$ cat config.mk
export PLATFORM = sky130hd
export DESIGN_NAME = axi_write_arbiter
export DESIGN_NICKNAME = d
export VERILOG_FILES = /design/src/rtl/axi_write_arbiter.sv
export SDC_FILE = /design/constraint.sdc
export NUM_CORES = 1
export LEC_CHECK = 0
export CAP_MARGIN = 5
export CELL_PAD_IN_SITES_DETAIL_PLACEMENT = 0
export CELL_PAD_IN_SITES_GLOBAL_PLACEMENT = 1
export CORE_ASPECT_RATIO = 1.2
export CORE_MARGIN = 2
export CORE_UTILIZATION = 27
export CTS_CLUSTER_DIAMETER = 40
export DETAILED_ROUTE_END_ITERATION = 8
export HOLD_SLACK_MARGIN = 0.08
export PLACE_DENSITY_LB_ADDON = 0.12
export SLEW_MARGIN = 20
export SYNTH_ARGS = -nofsm -noshare
export SYNTH_HDL_FRONTEND = slang
export SYNTH_SLANG_ARGS = --single-unit
$ cat constraint.sdc
create_clock -name ACLK -period 2.6 [get_ports ACLK]
set_clock_uncertainty 0.05 [all_clocks]
set_input_delay 0.52 -clock ACLK [delete_from_list [all_inputs] [get_ports ACLK]]
set_output_delay 0.52 -clock ACLK [all_outputs]
set_load 0.02 [all_outputs]
$ cat src/rtl/axi_write_arbiter.sv
// axi_write_arbiter: round-robin arbiter sharing one axi_master command port between two write clients.
// Optional WAIT-state timeout is enabled by defining AXI_ARB_TIMEOUT_EN.
module axi_write_arbiter #(
   parameter int ADDR_W      = 32,
   parameter int DATA_W      = 32,
   parameter int TIMEOUT_CYC = 64
) (
   input  logic                ACLK,
   input  logic                ARESET,
   input  logic                req0_valid,
   input  logic                req1_valid,
   input  logic [ADDR_W-1:0]   req0_addr,
   input  logic [ADDR_W-1:0]   req1_addr,
   input  logic [DATA_W-1:0]   req0_wdata,
   input  logic [DATA_W-1:0]   req1_wdata,
   input  logic [DATA_W/8-1:0] req0_wstrb,
   input  logic [DATA_W/8-1:0] req1_wstrb,
   output logic                req0_done,
   output logic                req1_done,
   output logic                req0_err,
   output logic                req1_err,
   output logic [1:0]          grant,
   output logic                m_valid,
   output logic [ADDR_W-1:0]   m_addr,
   output logic [DATA_W-1:0]   m_wdata,
   output logic [DATA_W/8-1:0] m_wstrb,
   input  logic                m_ready
);
   localparam logic [1:0] IDLE = 2'd0, ISSUE = 2'd1, WAIT = 2'd2, RESP = 2'd3;
   logic [1:0] state;
   logic       last_grant;
   logic       pick;
   logic       expire;
   // pick=1 selects req1; on a tie the requester not served last wins
   assign pick = (req0_valid && req1_valid) ? ~last_grant : req1_valid;
`ifdef AXI_ARB_TIMEOUT_EN
   localparam int CW = $clog2(TIMEOUT_CYC + 1);
   logic [CW-1:0] cnt;
   assign expire = (state == WAIT) && (cnt == CW'(TIMEOUT_CYC - 1));
   always_ff @(posedge ACLK or negedge ARESET) begin
      if (!ARESET) begin
         cnt      <= '0;
         req0_err <= 1'b0;
         req1_err <= 1'b0;
      end else begin
         cnt      <= (state == WAIT) ? cnt + 1'b1 : '0;
         req0_err <= expire && !m_ready && grant[0];
         req1_err <= expire && !m_ready && grant[1];
      end
   end
`else
   logic unused_timeout;
   assign unused_timeout = (TIMEOUT_CYC != 0);
   assign expire   = 1'b0;
   assign req0_err = 1'b0;
   assign req1_err = 1'b0;
`endif
   always_ff @(posedge ACLK or negedge ARESET) begin
      if (!ARESET) begin
         state      <= IDLE;
         last_grant <= 1'b1;
         grant      <= '0;
         m_valid    <= 1'b0;
         m_addr     <= '0;
         m_wdata    <= '0;
         m_wstrb    <= '0;
         req0_done  <= 1'b0;
         req1_done  <= 1'b0;
      end else begin
         m_valid   <= 1'b0;
         req0_done <= 1'b0;
         req1_done <= 1'b0;
         case (state)
            IDLE: if (req0_valid || req1_valid) begin
               grant   <= pick ? 2'b10 : 2'b01;
               m_addr  <= pick ? req1_addr : req0_addr;
               m_wdata <= pick ? req1_wdata : req0_wdata;
               m_wstrb <= pick ? req1_wstrb : req0_wstrb;
               m_valid <= 1'b1;
               state   <= ISSUE;
            end
            ISSUE: state <= WAIT;
            WAIT: if (m_ready || expire) begin
               req0_done <= grant[0];
               req1_done <= grant[1];
               state     <= RESP;
            end
            default: begin
               last_grant <= grant[1];
               grant      <= '0;
               state      <= IDLE;
            end
         endcase
      end
   end
endmodule
# Word-level counts from Yosys, hierarchy flattened
# Cells that the tools add are included.
dict set report word_totals {
  ff_bits 76
  inputBits 141
  output_inout_bits 75
  word_cells 39
}
dict set report op_classes {
  n_eq_ne 4
  mux 16
  bitwise_logic 2
  reduce_logical 8
}
# cell n
set ops {}
lappend ops {{$mux W32} 2}
lappend ops {{$mux W2} 4}
lappend ops {{$mux W1} 7}
lappend ops {{$pmux W2 S3} 1}
lappend ops {{$reduce_and A2 Y1} 3}
lappend ops {{$mux W4} 1}
lappend ops {{$ne A2 B2 Y1 const B} 2}
lappend ops {{$pmux W2 S2} 1}
lappend ops {{$reduce_or A3 Y1} 1}
lappend ops {{$eq A2 B1 Y1 const B} 1}
lappend ops {{$eq A2 B2 Y1 const B} 1}
lappend ops {{$logic_not A2 Y1} 1}
lappend ops {{$not A1 Y1} 2}
lappend ops {{$reduce_or A2 Y1} 1}
lappend ops {{$logic_and A1 B1 Y1} 1}
lappend ops {{$logic_or A1 B1 Y1} 1}

# Depth between registers and ports, before layout
# Gate-level depths: netlist of run 1.
dict set report logic_depth {
  ltp_word 5
  depth_mapped 7
  depth_no_buf 5
}

# Worst setup path before layout of run 1
# Ideal clock, no wire load.
dict set report synth_path {
  path_type {register -> register}
  start {register state[0]}
  end {register state[1]}
  setup_ns 0.125
  arrival_time_ns 1.348
  required_time_ns 2.425
  slack_ns 1.077
  stages_incl_launch_ff 6
  n_path_buf 0
  period_less_slack_ns 1.523
  cell_sequence {dfrtp_1 -> inv_1 -> ha_1 -> nor3b_1 -> a21oi_1 -> mux2_2}
}
dict set report synth_via {
  elab_chain_len 3
  word_cells_on_any_way 7
  classes_between {eq/ne: 4; mux: 1; reduce/logical: 2}
}
# element line_no
set synth_lines {}
lappend synth_lines {{from (decl)} 30} ;# logic [1:0] state;
lappend synth_lines {{from (signal assigned)} 60} ;# state <= IDLE;
lappend synth_lines {{from (signal assigned)} 80} ;# state <= ISSUE;
lappend synth_lines {{from (signal assigned)} 82} ;# ISSUE: state <= WAIT;
lappend synth_lines {{$eq A2 B2 Y1 or $logic_not A2 Y1 (tied branches)} 73} ;# case (state)
lappend synth_lines {{$ne A2 B2 Y1 (no line)} -}
lappend synth_lines {{$reduce_and A2 Y1 (no line)} -}
# Parallel ways exist; a longest one is shown, timed or not.
# A chain may end at the register's enable or synchronous reset.

# Worst setup path after layout of run 1
dict set report layout_path {
  start {register grant[1]}
  end {output port grant[1]}
}
# element line_no
set layout_lines {}
lappend layout_lines {{from (decl)} 22} ;# output logic [1:0] grant,
lappend layout_lines {{from (signal assigned)} 75} ;# grant <= pick ? 2'b10 : 2'b01;
# No word-level cell between the ends.

==> flow_summary.yaml, run 1 <==
status:
  run_status: "finished clean"
critical_path:
  critical_path_top_delay_cell: "sky130_fd_sc_hd__clkdlybuf4s50_1"
  crit_fanout: 4
  critical_path.startpoint_type: "flop"
  cp_num_buf_inv: 1
  critPathCaptureType: "output port"
  required_ns: 2.03
  worst-endpoint-arrival_ns: 1.37
  timing.critical_path.from: "grant[1]"
  cp_slowest_stage_delay_ns: 0.63
  path_cells: "clkdlybuf4s50_1"
  criticalPathCategory: "flop to output port"
  timing.rr.start: "state[0]"
  worst_path_dominant_cell_family: "buffers and inverters"
pwr:
  power.density_nw_per_um2: 1140
  cellLeakagePower_uw: 0.00251
  vdd_ir_drop_max_mv: 0.722
synth:
  postSynthAreaPerCell_um2: 8.54
  syn_inst: 404
  synthesis.yosys.warnings: 0
  netlist_area_um2: 3450
  yosysSeqAreaShare_pct: 55.1
  dominantRegCellSynth: "sky130_fd_sc_hd__dfrtp_1"
  synth_edf_count: 0
  postSynthRegisterBits: 76
  count_of_different_cell_masters_after_synthesis: 22
  ys_async_sr_fraction_pct: 100
grt:
  grt_start_max_net_pins: 70
  grt_pass1_vias: 3541
  grt_pass1_wl_um: 18300
  global_route.overflow_total: 0
  number_of_antenna_violations_at_the_first_check_in_global_routing: 1
  track_usage_pct: 17.2
clock_tree:
  cts.reportedPaths.clkPinSlew_ns: 0.06
  tritoncts: "done"
  clock_tree.root_cell: "sky130_fd_sc_hd__clkbuf_16"
  postCtsSetupBuffers: 0
  htree_num_levels: 3
  ctsHoldBuffers: 0
  tritoncts.num_buffers: 9
  cts_max_path_bufs: 2
  cts-resized-gates: 0
  clk_latency_ns: 0.33
  clock-sinks: 76
floorplan:
  io-pin-count: 216
  die_y_um: 128
  floorplan.initialDensity_pct: 27.5
  placement_rows: 45
  design.die.area_um2: 13700
  design.core.area_um2: 12600
  die_width_um: 107
routing:
  antenna_left: 0
  drt-total-wl_um: 11500
  num_vias: 3531
  drt_pre_antenna_iters: 6
  drt_drc_violations_left: 0
  post_detailed_route_wirelength_per_cell_um: 14.9
  drtIter0Drc: 156
  drt-vias-per-instance: 4.56
sta:
  setup_viol: 0
  crit_path_time_final_ns: 1.94
  timing.fmax_ghz: 0.515
  slew_violations: 0
  finalHoldWorstSlack_ns: 0.0904
  finalSetupTns_ns: 0
  rsz0062_at_grt: "false"
  final_hold_fails: 0
  finalCritPeriodShare_pct: 74.7
placement:
  dp.cells: 759
  place_area_um2: 5750
  place.port_buffers: 213
  dp_hpwl_um: 8140
  place_congestion: 0.727
finish:
  finish.net_count: 751
  finish.instance_area_um2: 6060
  antenna-diode-count: 0
  syn_to_final_growth_pct: 75.5
  instances_no_fill: 774
  drive_gt1_share_pct: 5.08
worst_hold_path:
  holdCritPathClass: "input port to async pin"
flow_run:
  max_cap_viols: 0
==> cell usage after synthesis, types with 2 or more instances <==
master / instances / share of area (%)
sky130_fd_sc_hd__nor2_1: 68 / 7.4
sky130_fd_sc_hd__mux2_2: 2 / 0.65
sky130_fd_sc_hd__o21ai_0: 2 / 0.29
sky130_fd_sc_hd__buf_2: 24 / 3.5
sky130_fd_sc_hd__a31oi_1: 68 / 12
sky130_fd_sc_hd__ha_1: 4 / 1.4
sky130_fd_sc_hd__dfrtp_1: 75 / 54
sky130_fd_sc_hd__inv_1: 3 / 0.33
sky130_fd_sc_hd__and3_1: 2 / 0.36
sky130_fd_sc_hd__nand2_1: 138 / 15
sky130_fd_sc_hd__buf_4: 7 / 1.5
==> routing by layer <==
metal / global-route usage, % / part of all wire, %
met2: 28.5 / 48
met1: 21.0 / 43
met3: 4.88 / 7.4
met4: 6.95 / 2.3
met5: 0 / 0
==> kinds of logic (layout without fill, tap and decap cells) <==
family	after synthesis	in the layout	share of synthesized area, %
DFF	76	76	55.1
adders and majority gates	4	4	1.45
buffers and inverters	35	240	5.44
other	1	2	0.109
muxes	2	2	0.652
and+or+nand+nor	209	209	23.0
AOI/OAI and AO/OA	77	77	14.2
==> cells in the final DEF, fill, tap and decap left out <==
cell type / count
sky130_fd_sc_hd__a21bo_2: 1
sky130_fd_sc_hd__a21boi_4: 1
sky130_fd_sc_hd__a21oi_1: 1
sky130_fd_sc_hd__a31oi_1: 68
sky130_fd_sc_hd__and3_1: 2
sky130_fd_sc_hd__buf_12: 4
sky130_fd_sc_hd__buf_4: 6
sky130_fd_sc_hd__bufinv_16: 1
sky130_fd_sc_hd__clkbuf_16: 9
sky130_fd_sc_hd__clkbuf_8: 3
sky130_fd_sc_hd__clkdlybuf4s50_1: 212
sky130_fd_sc_hd__clkinvlp_4: 2
sky130_fd_sc_hd__conb_1: 2
sky130_fd_sc_hd__dfrtp_1: 75
sky130_fd_sc_hd__dfstp_2: 1
sky130_fd_sc_hd__ha_1: 4
sky130_fd_sc_hd__inv_1: 3
sky130_fd_sc_hd__mux2_2: 2
sky130_fd_sc_hd__nand2_1: 138
sky130_fd_sc_hd__nor2_1: 68
sky130_fd_sc_hd__nor3b_1: 1
sky130_fd_sc_hd__o21a_4: 1
sky130_fd_sc_hd__o21ai_0: 2
sky130_fd_sc_hd__o21ai_1: 1
sky130_fd_sc_hd__o31ai_1: 1
sky130_fd_sc_hd__o32a_1: 1
==> worst register-to-register path: stages (launching register included) <==
cell	delay (ns)
sky130_fd_sc_hd__dfrtp_1	0.38
sky130_fd_sc_hd__inv_1	0.09
sky130_fd_sc_hd__ha_1	0.22
sky130_fd_sc_hd__nor3b_1	0.14
sky130_fd_sc_hd__buf_4	0.15
sky130_fd_sc_hd__a21oi_1	0.20
sky130_fd_sc_hd__mux2_2	0.36
==> path summary, 6_finish.rpt <==
check	depth (start not counted)	end	slack (ns)
worst min register to register	2	m_addr[31]	0.50
worst max-delay path	1	grant[1]	0.66
max in group asynchronous	2	m_wdata[3]	1.79
worst min-delay path	1	m_wdata[8]	0.09
worst max register to register	6	state[1]	0.88
min in group ACLK	2	m_addr[31]	0.50
==> final cells by class <==
cell class,instances,area (um^2)
inverter,3,11.3
multi-input combinational,294,1380
timing repair buffer,222,2250
tap,164,205
clock inverter,3,45.0
fill,1232,6500
clock buffer,12,267
sequential,76,1900
==> state kept, by name, summed over array words and instances (netlist names) <==
signal,cells
state,2
req1_done,1
m_valid,1
last_grant,1
m_wdata,32
req0_done,1
grant,2
m_wstrb,4
m_addr,32
==> per-stage QoR <==
| stage | power (uW) | setup slack (ns) | utilization (%) |
|---|---|---|---|
| after floorplan | 3950 | 1.08 | - |
| after global placement | 5600 | 0.489 | 45.8 |
| after detailed placement | 5660 | 0.477 | 45.8 |
| after CTS | 6990 | 0.637 | 48.3 |
| after global routing | 7370 | 0.600 | 48.3 |
| final | 6880 | 0.659 | 48.3 |
==> report_power, final <==
group,internal [uW],leakage (uW),switching [uW]
clock,816,0.000147,477
sequential,1780,0.000858,315
combinational,1670,0.00151,1820
total,4270,0.00251,2610
Note: power is estimated with default switching activity, not from simulation.
==> run 2, diff against run 1 <==
Settings changed: CORE_UTILIZATION 27 to 23.
Clock period 2.6 ns to 1.6 ns, I/O delays scaled along.
==> run 2 against run 1 <==
Compared with the run above: register-to-register slack got worse by 0.82 ns; global-route usage is 2.1 points lower; core utilization is 6.5 points lower; hold slack gained 0.39 ns; die area grew 17%; sequential power up 60%; combinational power up 62%; non-clock buffer count grew 11; first-iteration DRC count shrank 33%; sequential share of layout area fell by 0.69 points; critical path depth increased by 4; largest power group unchanged.
==> flow_summary.yaml, run 2 (synthesis results as in run 1) <==
floorplan:
  floorplan.initialDensity_pct: 23.3
  design.die.area_um2: 16000
  design.core.area_um2: 14800
  die_y_um: 138
  die_width_um: 116
  io-pin-count: 216
  placement_rows: 49
critical_path:
  reg2reg_slack_ns: 0.06
  r2r_cells: 5
  cp_slowest_stage_delay_ns: 0.39
  worstSetupEndpoint: "state[1]"
  critical_path.startpoint_type: "flop"
  critPathCaptureType: "flop"
  timing.rr.start: "state[0]"
  worst-endpoint-arrival_ns: 1.71
  crit-reg2reg-capture: "state[1]"
  timing.critical_path.from: "state[0]"
  criticalPathCategory: "flop to flop"
  critical_path_top_delay_cell: "sky130_fd_sc_hd__dfrtp_1"
  path_cells: "inv_2 > ha_1 > nor3b_1 > a21oi_1 > mux2_2"
  required_ns: 1.77
  crit_fanout: 3
routing:
  drt_drc_violations_left: 0
  drt-vias-per-instance: 4.35
  post_detailed_route_wirelength_per_cell_um: 15.7
  drt-total-wl_um: 13000
  met3_length_um: 850
  antenna_left: 0
  maxUsedRoutingLayer: "met4"
  routedLengthMet1_um: 5330
  dr_wl_met2_um: 6540
  drtIter0Drc: 105
  drt_pre_antenna_iters: 4
  num_vias: 3592
finish:
  layout_commonest_cell: "sky130_fd_sc_hd__clkdlybuf4s50_1"
  instances_no_fill: 826
  finalCoreUtilization_pct: 41.8
  finish.instance_area_um2: 6190
  layout.cells.most_common_list: "sky130_fd_sc_hd__clkdlybuf4s50_1 (139), sky130_fd_sc_hd__nand2_1 (138), sky130_fd_sc_hd__dfrtp_1 (75)"
  antenna-diode-count: 0
  largestRegisters: "m_addr x32, m_wdata x32, m_wstrb x4"
  syn_to_final_growth_pct: 79.4
  drive_gt1_share_pct: 6.75
  fillers: 1556
  finish.net_count: 762
clock_tree:
  clk_latency_ns: 0.34
  cts.reportedPaths.clkPinSlew_ns: 0.06
  cts_max_path_bufs: 2
  clock_tree.root_cell: "sky130_fd_sc_hd__clkbuf_16"
  tritoncts: "done"
  tritoncts.num_buffers: 9
  htree_num_levels: 3
  clock-sinks: 76
grt:
  global_route.overflow_total: 0
  grt_pass1_wl_um: 18800
  number_of_antenna_violations_at_the_first_check_in_global_routing: 0
  grt_pass1_vias: 3576
  track_usage_pct: 15.1
  grt_start_max_net_pins: 77
sta:
  setup_viol: 0
  finalHoldWorstSlack_ns: 0.483
  rsz0062_at_grt: "false"
  slew_violations: 0
  final_hold_fails: 0
  finalCritPeriodShare_pct: 96.3
  crit_path_time_final_ns: 1.54
  setup_ws_ns: 0.0593
  timing.fmax_ghz: 0.649
placement:
  place.port_buffers: 213
  place_congestion: 0.761
  place_area_um2: 5840
  placement.setup.worst_slack_ns: -0.211
  dp.cells: 801
  dp_hpwl_um: 8390
pwr:
  power.density_nw_per_um2: 1760
  cellLeakagePower_uw: 0.00266
  vdd_ir_drop_max_mv: 0.736
worst_hold_path:
  holdCritPathClass: "input port to flop"
status:
  run_status: "finished clean"
flow_run:
  max_cap_viols: 0
## run 2: cell types whose count changed in the layout (fill, tap and decap cells not counted), sizes merged, moves of 2 or more
cell           delta
clkbuf            +2
clkinv            +3
clkdlybuf4s50    -73
dlygate4sd2      +73
buf               +6
## run 2: critical path, delay by kind of cell, from the launching register on
family / cells / cell delay [ns]
AOI/OAI and AO/OA: 1 / 0.18
adders and majority gates: 1 / 0.22
buffers and inverters: 1 / 0.07
DFF: 1 / 0.39
muxes: 1 / 0.36
and+or+nand+nor: 1 / 0.16
## run 2: how the worst min path moves through the flow
| stage | startpoint | endpoint | depth (start not counted) | slack [ns] |
|---|---|---|---|---|
| after CTS | req0_addr[18] | m_addr[18] | 3 | 0.47 |
| final | req0_addr[18] | m_addr[18] | 3 | 0.48 |
| after global placement | ARESET | req0_done | 2 | 0.35 |
| after detailed placement | ARESET | state[0] | 2 | 0.34 |
| after global routing | req0_addr[25] | m_addr[25] | 3 | 0.49 |
| after floorplan | ARESET | grant[0] | 0 | -0.03 |
## run 2: cell type report
class | count | area, um^2 | share of cell area (%)
clock buffers | 10 | 229 | 3.70
clock inverters | 6 | 41.3 | 0.667
inverters | 3 | 11.3 | 0.182
multi-input cells | 294 | 1380 | 22.3
flip-flops and latches | 76 | 1900 | 30.7
well taps | 204 | 255 | 4.12
repair buffers | 233 | 2370 | 38.3
## run 2: report_power, final
part / switching, uW / total, uW / internal [uW] / leakage (uW)
clock network: 843 / 1890 / 1050 / 0.000124
logic: 3200 / 5660 / 2460 / 0.00168
registers: 463 / 3350 / 2890 / 0.000858
total: 4500 / 10900 / 6390 / 0.00266
## run 2: layer usage
| metal | track usage (%) | vias up |
|---|---|---|
| met5 | 0 | - |
| met2 | 26.0 | 122 |
| met4 | 6.39 | 0 |
| met3 | 3.86 | 14 |
| li1 | - | 1771 |
| met1 | 17.7 | 1685 |
## run 2: per-stage QoR
stage	power, uW	TNS, ns
6_report	10900	0
5_1_grt	11700	0
4_1_cts	10600	0
3_5_place_dp	9300	-12.24
3_3_place_gp	9220	-10.24
2_1_floorplan	6430	0
## run 2: repair_timing
item                                    4_1_cts  5_1_grt
gates resized for setup                      73        5
endpoints found under the hold margin        75        0
endpoints found under the setup margin       73       47
buffers inserted                              0        3
hold buffers                                  1        0
gates cloned                                  0        5
